==> config.mk <==
export PLATFORM = sky130hd
export DESIGN_NAME = alu_exec_unit
export DESIGN_NICKNAME = d
export VERILOG_FILES = /design/src/rtl/alu_exec_unit.sv
export SDC_FILE = /design/constraint.sdc
export NUM_CORES = 1
export LEC_CHECK = 0
export CORE_MARGIN = 8
export CORE_UTILIZATION = 57
export CTS_CLUSTER_DIAMETER = 40
export DETAILED_ROUTE_END_ITERATION = 7
export GPL_ROUTABILITY_DRIVEN = 0
export PLACE_DENSITY = 0.91
export SYNTH_ARGS = -nofsm -noshare
export SYNTH_HDL_FRONTEND = slang
export SYNTH_SLANG_ARGS = --single-unit
==> constraint.sdc <==
create_clock -name clk -period 6.3 [get_ports clk]
set_input_delay 0.945 -clock clk [delete_from_list [all_inputs] [get_ports clk]]
set_output_delay 0.945 -clock clk [all_outputs]
set_load 0.02 [all_outputs]
==> src/rtl/alu_exec_unit.sv <==
// Handshaked ALU execution unit. Logic ops, arithmetic ops and compares finish in one cycle.
// Shifts take one cycle per bit position, and the result is held until the consumer takes it.
module alu_exec_unit #(
    parameter int WIDTH = 32
) (
    input  logic             clk,
    input  logic             rst,
    input  logic             in_valid,
    output logic             in_ready,
    input  logic [3:0]       alu_ctrl,
    input  logic [WIDTH-1:0] op_a,
    input  logic [WIDTH-1:0] op_b,
    output logic             out_valid,
    input  logic             out_ready,
    output logic [WIDTH-1:0] result,
    output logic             zero,
    output logic             illegal
);

    localparam logic [3:0] ALU_AND  = 4'b0000;
    localparam logic [3:0] ALU_OR   = 4'b0001;
    localparam logic [3:0] ALU_ADD  = 4'b0010;
    localparam logic [3:0] ALU_XOR  = 4'b0011;
    localparam logic [3:0] ALU_SLL  = 4'b0100;
    localparam logic [3:0] ALU_SRL  = 4'b0101;
    localparam logic [3:0] ALU_SUB  = 4'b0110;
    localparam logic [3:0] ALU_SLT  = 4'b0111;
    localparam logic [3:0] ALU_SRA  = 4'b1000;
    localparam logic [3:0] ALU_SLTU = 4'b1001;

    typedef enum logic [1:0] {IDLE, SHIFT, HOLD} state_t;

    state_t           state;
    logic [3:0]       ctrl_q;
    logic [4:0]       shift_cnt;
    logic [WIDTH-1:0] alu_value;
    logic [WIDTH-1:0] shift_next;
    logic             alu_illegal;
    logic             is_shift;
    logic             accept;

    assign in_ready  = (state == IDLE) && !rst;
    assign out_valid = (state == HOLD);
    assign accept    = in_valid && in_ready;

    // Single-cycle result for the incoming request; for shifts this is the unshifted op_a
    always_comb begin
        alu_value   = '0;
        alu_illegal = 1'b0;
        is_shift    = 1'b0;
        case (alu_ctrl)
            ALU_AND:  alu_value = op_a & op_b;
            ALU_OR:   alu_value = op_a | op_b;
            ALU_ADD:  alu_value = op_a + op_b;
            ALU_SUB:  alu_value = op_a - op_b;
            ALU_XOR:  alu_value = op_a ^ op_b;
            ALU_SLT:  alu_value = {{(WIDTH-1){1'b0}}, $signed(op_a) < $signed(op_b)};
            ALU_SLTU: alu_value = {{(WIDTH-1){1'b0}}, op_a < op_b};
            ALU_SLL, ALU_SRL, ALU_SRA: begin
                alu_value = op_a;
                is_shift  = 1'b1;
            end
            default:  alu_illegal = 1'b1;
        endcase
    end

    always_comb begin
        shift_next = result;
        case (ctrl_q)
            ALU_SLL: shift_next = {result[WIDTH-2:0], 1'b0};
            ALU_SRL: shift_next = {1'b0, result[WIDTH-1:1]};
            ALU_SRA: shift_next = {result[WIDTH-1], result[WIDTH-1:1]};
            default: shift_next = result;
        endcase
    end

    // The result register doubles as the shift register; zero is only computed from the final value
    always_ff @(posedge clk) begin
        if (rst) begin
            state     <= IDLE;
            ctrl_q    <= '0;
            shift_cnt <= '0;
            result    <= '0;
            zero      <= 1'b0;
            illegal   <= 1'b0;
        end else begin
            case (state)
                IDLE: begin
                    if (accept) begin
                        ctrl_q  <= alu_ctrl;
                        result  <= alu_value;
                        illegal <= alu_illegal;
                        if (is_shift && (op_b[4:0] != 5'd0)) begin
                            shift_cnt <= op_b[4:0];
                            zero      <= 1'b0;
                            state     <= SHIFT;
                        end else begin
                            zero  <= (alu_value == '0);
                            state <= HOLD;
                        end
                    end
                end
                SHIFT: begin
                    result    <= shift_next;
                    shift_cnt <= shift_cnt - 5'd1;
                    if (shift_cnt == 5'd1) begin
                        zero  <= (shift_next == '0);
                        state <= HOLD;
                    end
                end
                HOLD: begin
                    if (out_ready)
                        state <= IDLE;
                end
                default: state <= IDLE;
            endcase
        end
    end

endmodule

# Word level (Yosys, flattened, before mapping)
# Index checks and enable logic that the tools add are counted.
# Widths: inputs -> output; s select.
[totals]
output_inout_bits = 36
mem_bits_ro = 0
n_memories = 0
ram_bits = 0
in_bits = 72
word_cells = 68
latch_bits = 0
reg_bits = 45
[classes]
n_bitwise = 3
mul = 0
muxes = 18
addsub = 3
shift = 0
n_lt_le_gt_ge = 2
eq_ne = 19
n_reduce_logical = 17
div = 0
[op_table]
columns = ["op", "count"]
rows = [
  ["$pmux 32 s8", 1],
  ["$pmux 32 s3", 1],
  ["$logic_not 32->1", 2],
  ["$lt 32x32->1", 2],
  ["$pmux 32 s2", 1],
  ["$add 32x32->32", 1],
  ["$and 32x32->32", 1],
  ["$mux 32", 1],
  ["$or 32x32->32", 1],
  ["$sub 32x32->32", 1],
  ["$xor 32x32->32", 1],
  ["$eq 4x3->1 const B", 6],
  ["$eq 4x4->1 const B", 3],
  ["$mux 5", 2],
  ["$pmux 5 s2", 1],
  ["$reduce_or 10->1", 1],
  ["$reduce_and 3->1", 3],
  ["$eq 4x2->1 const B", 2],
  ["$mux 2", 4],
  ["$pmux 2 s3", 1],
  ["$eq 5x1->1 const B", 1],
  ["$mux 1", 5],
  ["$reduce_bool 5->1", 1],
  ["$sub 5x1->5 const B", 1],
  ["13 further kinds", 18],
]

# Logic depth before layout (Yosys ltp)
[logic_depth]
depth_word = 7
depth_mapped = 14
ltp_nobuf = 14

# Least setup slack after synthesis
# Ideal clock, no wire load.
[synth_path]
path_type = "input -> register"
start = "in op_a[0]"
end = "reg zero"
t_arrival_ns = 4.460
path_slack_ns = 1.744
path_stages = 14
required_ns = 6.204
setup_time_ns = 0.096
path_cell_list = "inv_1 > ha_1 > fa_1 > o21bai_4 > o2111ai_2 > a21oi_4 > a21oi_2 > o31a_1 > o31a_1 > o221a_1 > nor4_2 > or4b_1 > or4_1 > o41ai_2"
[synth_via]
elab_chain_cells = 6
elab_cells_between_ends = 12
[synth_lines]
columns = ["item", "line", "source"]
rows = [
  ["start, declared", "11", "input logic [WIDTH-1:0] op_a,"],
  ["$sub 32x32->32 (tied with other cells)", "55", "ALU_SUB: alu_value = op_a - op_b;"],
  ["$pmux 32 s8 (*)", "51", "case (alu_ctrl)"],
  ["$logic_not 32->1 (*)", "98", "zero <= (alu_value == '0);"],
  ["$mux 1 (*)", "93", "if (is_shift && (op_b[4:0] != 5'd0)) begin"],
  ["$mux 1 (*)", "89", "if (accept) begin"],
  ["$pmux 1 s2 (*)", "87", "case (state)"],
  ["end signal, assigned", "98", ""],
  ["end signal, assigned", "107", "zero <= (shift_next == '0);"],
  ["end, declared", "16", "output logic zero,"],
]
# Mark *: on every way between the ends. The rest lies on a longest branch, timed or not. The select of a mux whose other input is x is not followed.
# A chain may end at the register's enable or synchronous reset.

# Worst setup path after layout
[layout_path]
start = "in op_a[8]"
end = "reg zero"
# Same word-level chain as after synthesis.

==> results.json <==
{
  "critPathRequiredTime_ps": 6500,
  "startpoint_type": "input port",
  "dr.pass1.iters": 6,
  "die_w_um": 138,
  "cts-resized-gates": 0,
  "final_nets": 1512,
  "worst_r2r_endpoint": "zero",
  "synth_xor_area_share_pct": 0.721,
  "crit_path_end_kind": "flop",
  "ios": 108,
  "crit_buf_inv": 3,
  "cp_slowest_cell": "clkdlybuf4s50_1",
  "grtUsageMet3_pct": 7.95,
  "port_buffers": 107,
  "period_share_pct": 81.0,
  "critPathKind": "in -> reg",
  "area_growth_pct": 14.8,
  "via_per_inst": 7.02,
  "status": "finished clean",
  "grt_setup_unrepaired": "no",
  "num_antenna_cells": 0,
  "cts_buffer_depth": 2,
  "synth_warnings": 0,
  "worst_r2r_path_depth": 13,
  "crit_arrival_ps": 5310,
  "stdcell_area_mm2": 0.00976,
  "met2_usage_pct": 44.2,
  "ant_nets": 0,
  "max_freq_ghz": 0.196,
  "cts_root_buf": "clkbuf_16",
  "die-area_mm2": 0.0191,
  "hold_end": "shift_cnt[4]",
  "wl_um": 29600,
  "max_stage_delay_ps": 580,
  "cts_tree": "built",
  "yosys.area_share.simple_pct": 23.7,
  "synth_top_area_share_pct": 16.2,
  "path_cells": "clkdlybuf4s50_1, inv_1, ha_1, inv_1, a21oi_1, a31oi_1, or4_1, a31oi_1, nor2_1, o2bb2ai_1, o31ai_1, or4b_1, or4_1, o41ai_2",
  "maxCapViolCount": 0,
  "synth_ff_type": "dfxtp_1",
  "finalClockSkew_ps": 9.90,
  "crit_path_start": "op_a[8]",
  "wl_per_cell_um": 19.6,
  "antenna_found_initial": 0,
  "hold_buffers": 0,
  "clock_latency_ps": 300,
  "core_mm2": 0.0145,
  "power_density_mw_per_mm2": 140,
  "synth_area_leaders": "ha_1, dfxtp_1, a21oi_1",
  "track_usage_pct": 29.1,
  "cts_max_level": 2,
  "busiest_layer": "met2",
  "muxShareOfSynthArea_pct": 2.12,
  "start_util_pct": 58.5,
  "swShare_pct": 46.2,
  "min_from": "shift_cnt[4]",
  "min_path_cells": 2,
  "synth_adder_area_share_pct": 16.7,
  "die_h_um": 138,
  "crit_family": "simple AND/OR/NAND/NOR gates",
  "final_util_pct": 67.2,
  "clkPwrFrac_pct": 19.8,
  "num_vias": 10600,
  "ys_seq_area_share_pct": 10.6,
  "worst_pin_slew_ps": 1120,
  "clock-sinks": 45,
  "synth_top_family_by_area": "compound AO/OA/AOI/OAI gates",
  "seqPwrFrac_pct": 23.8,
  "ys_seq_elements": 45,
  "fin_setup_tns_ps": 0,
  "drc": 0,
  "reg2reg_slack_ps": 2920,
  "met1_usage_pct": 36.1,
  "syn_nets": 1465,
  "synthCells": 1281,
  "synth_compound_area_share_pct": 37.1,
  "max-slew-margin-rel_pct": 23.5,
  "final_cell_mix": "nand2_1, a21oi_1, nor2_1",
  "dp_hpwl_um": 22700,
  "post-cts-setup-buffers": 0,
  "whs_ps": 488,
  "place_inst": 1505,
  "leakage_nw": 4.17,
  "grt_overflow_total": 0,
  "syn-cell-area_mm2": 0.00850,
  "grt_pass1_wl_um": 48400,
  "syn_area_per_cell_um2": 6.64,
  "netlist.top_cell.by_area": "ha_1",
  "post_dp_cell_area_mm2": 0.00962,
  "path_max_fanout": 11,
  "row_count": 44,
  "hp-class": "reg -> reg",
  "setup_viol": 0,
  "clk_pin_slew_ps": 70,
  "finalCriticalPeriod_ps": 5110,
  "switchingPower_mw": 0.634,
  "ys_async_sr_fraction_pct": 0,
  "drtIter0Drc": 1688,
  "yosysUniqueCellTypes": 80,
  "cts_buffers": 5,
  "ir_drop_v": 0.000110,
  "drive_gt1_share_pct": 4.06,
  "combPwrFrac_pct": 56.4,
  "grt_pass1_vias": 9933,
  "slew_violations": 0,
  "fin_cells": 1513,
  "layout_commonest_cell": "nand2_1",
  "rr_startpoint": "shift_cnt[1]",
  "grt_max_degree": 48,
  "hold_viol_final": 0,
  "internal_power_mw": 0.738,
  "synth_edf_count": 0
}
==> cell type report <==
type / count / area (um2)
Inverter: 115 / 432
Clock inverter: 3 / 21.3
Sequential cell: 45 / 901
Fill cell: 1252 / 4770
Clock buffer: 5 / 125
Tap cell: 184 / 230
Multi-Input combinational cell: 1035 / 6850
Timing Repair Buffer: 126 / 1210
==> registers in the layout (all words and copies together) (netlist names) <==
signal / count
result: 32
shift_cnt: 5
ctrl_q: 4
state: 2
illegal: 1
zero: 1
==> worst max path at each step <==
stage,end,depth (start not counted)
finish,zero,14
global route,zero,14
CTS,zero,15
detailed placement,zero,15
global placement,zero,15
floorplan,zero,14
==> logic make-up (layout without fill, tap and decap cells) <==
group,count (synthesis),after routing
compound gates,469,469
xor+xnor,7,7
fa+ha+maj,112,112
buf+inv,201,249
flops,45,45
mux,18,18
simple gates,429,429
==> metal layers <==
layer  up-vias  wire (um)
met1      4760      11400
met3       202       3880
met4         0       1790
met5         -          0
met2       886      12500
li1       4768          -
==> per-stage QoR <==
step / setup WS [ps] / power (mW)
floorplan: 1740 / 0.828
global placement: 1020 / 1.05
detailed placement: 960 / 1.07
CTS: 1240 / 1.33
global route: 974 / 1.44
finish: 1190 / 1.37
==> cells in the mapped netlist (11+ instances only) <==
master	number
nand4_1	19
dfxtp_1	45
inv_1	112
nor3_1	25
a22oi_1	54
a211oi_1	15
nor4_1	15
clkbuf_1	71
o31ai_1	15
mux2i_1	18
nand2_1	143
ha_1	110
a21o_1	17
nor2_1	130
nand2b_1	18
a21oi_1	143
a221oi_1	19
nand3_1	25
o21ai_0	75
a31oi_1	11
o21bai_1	15
==> worst reg2reg max path: stages, from the launching register on <==
cell and delay, ps:
dfxtp_1 330, inv_1 80, ha_1 140, or4b_2 600, or2_2 300, a21boi_0 130
nor3_1 370, nand4_1 160, nor4_1 200, nand4_1 160, nor3_1 280, and4_1 210
nand4bb_1 120, o41ai_2 200
==> power by group through the flow <==
| stage | logic [mW] | clock network [mW] | registers, mW |
|---|---|---|---|
| 2_1_floorplan | 0.488 | 0 | 0.340 |
| 3_3_place_gp | 0.722 | 0 | 0.331 |
| 3_5_place_dp | 0.737 | 0 | 0.332 |
| 4_1_cts | 0.741 | 0.265 | 0.325 |
| 5_1_grt | 0.835 | 0.278 | 0.329 |
| 6_report | 0.773 | 0.271 | 0.327 |
Power figures use the tool's default switching activity.
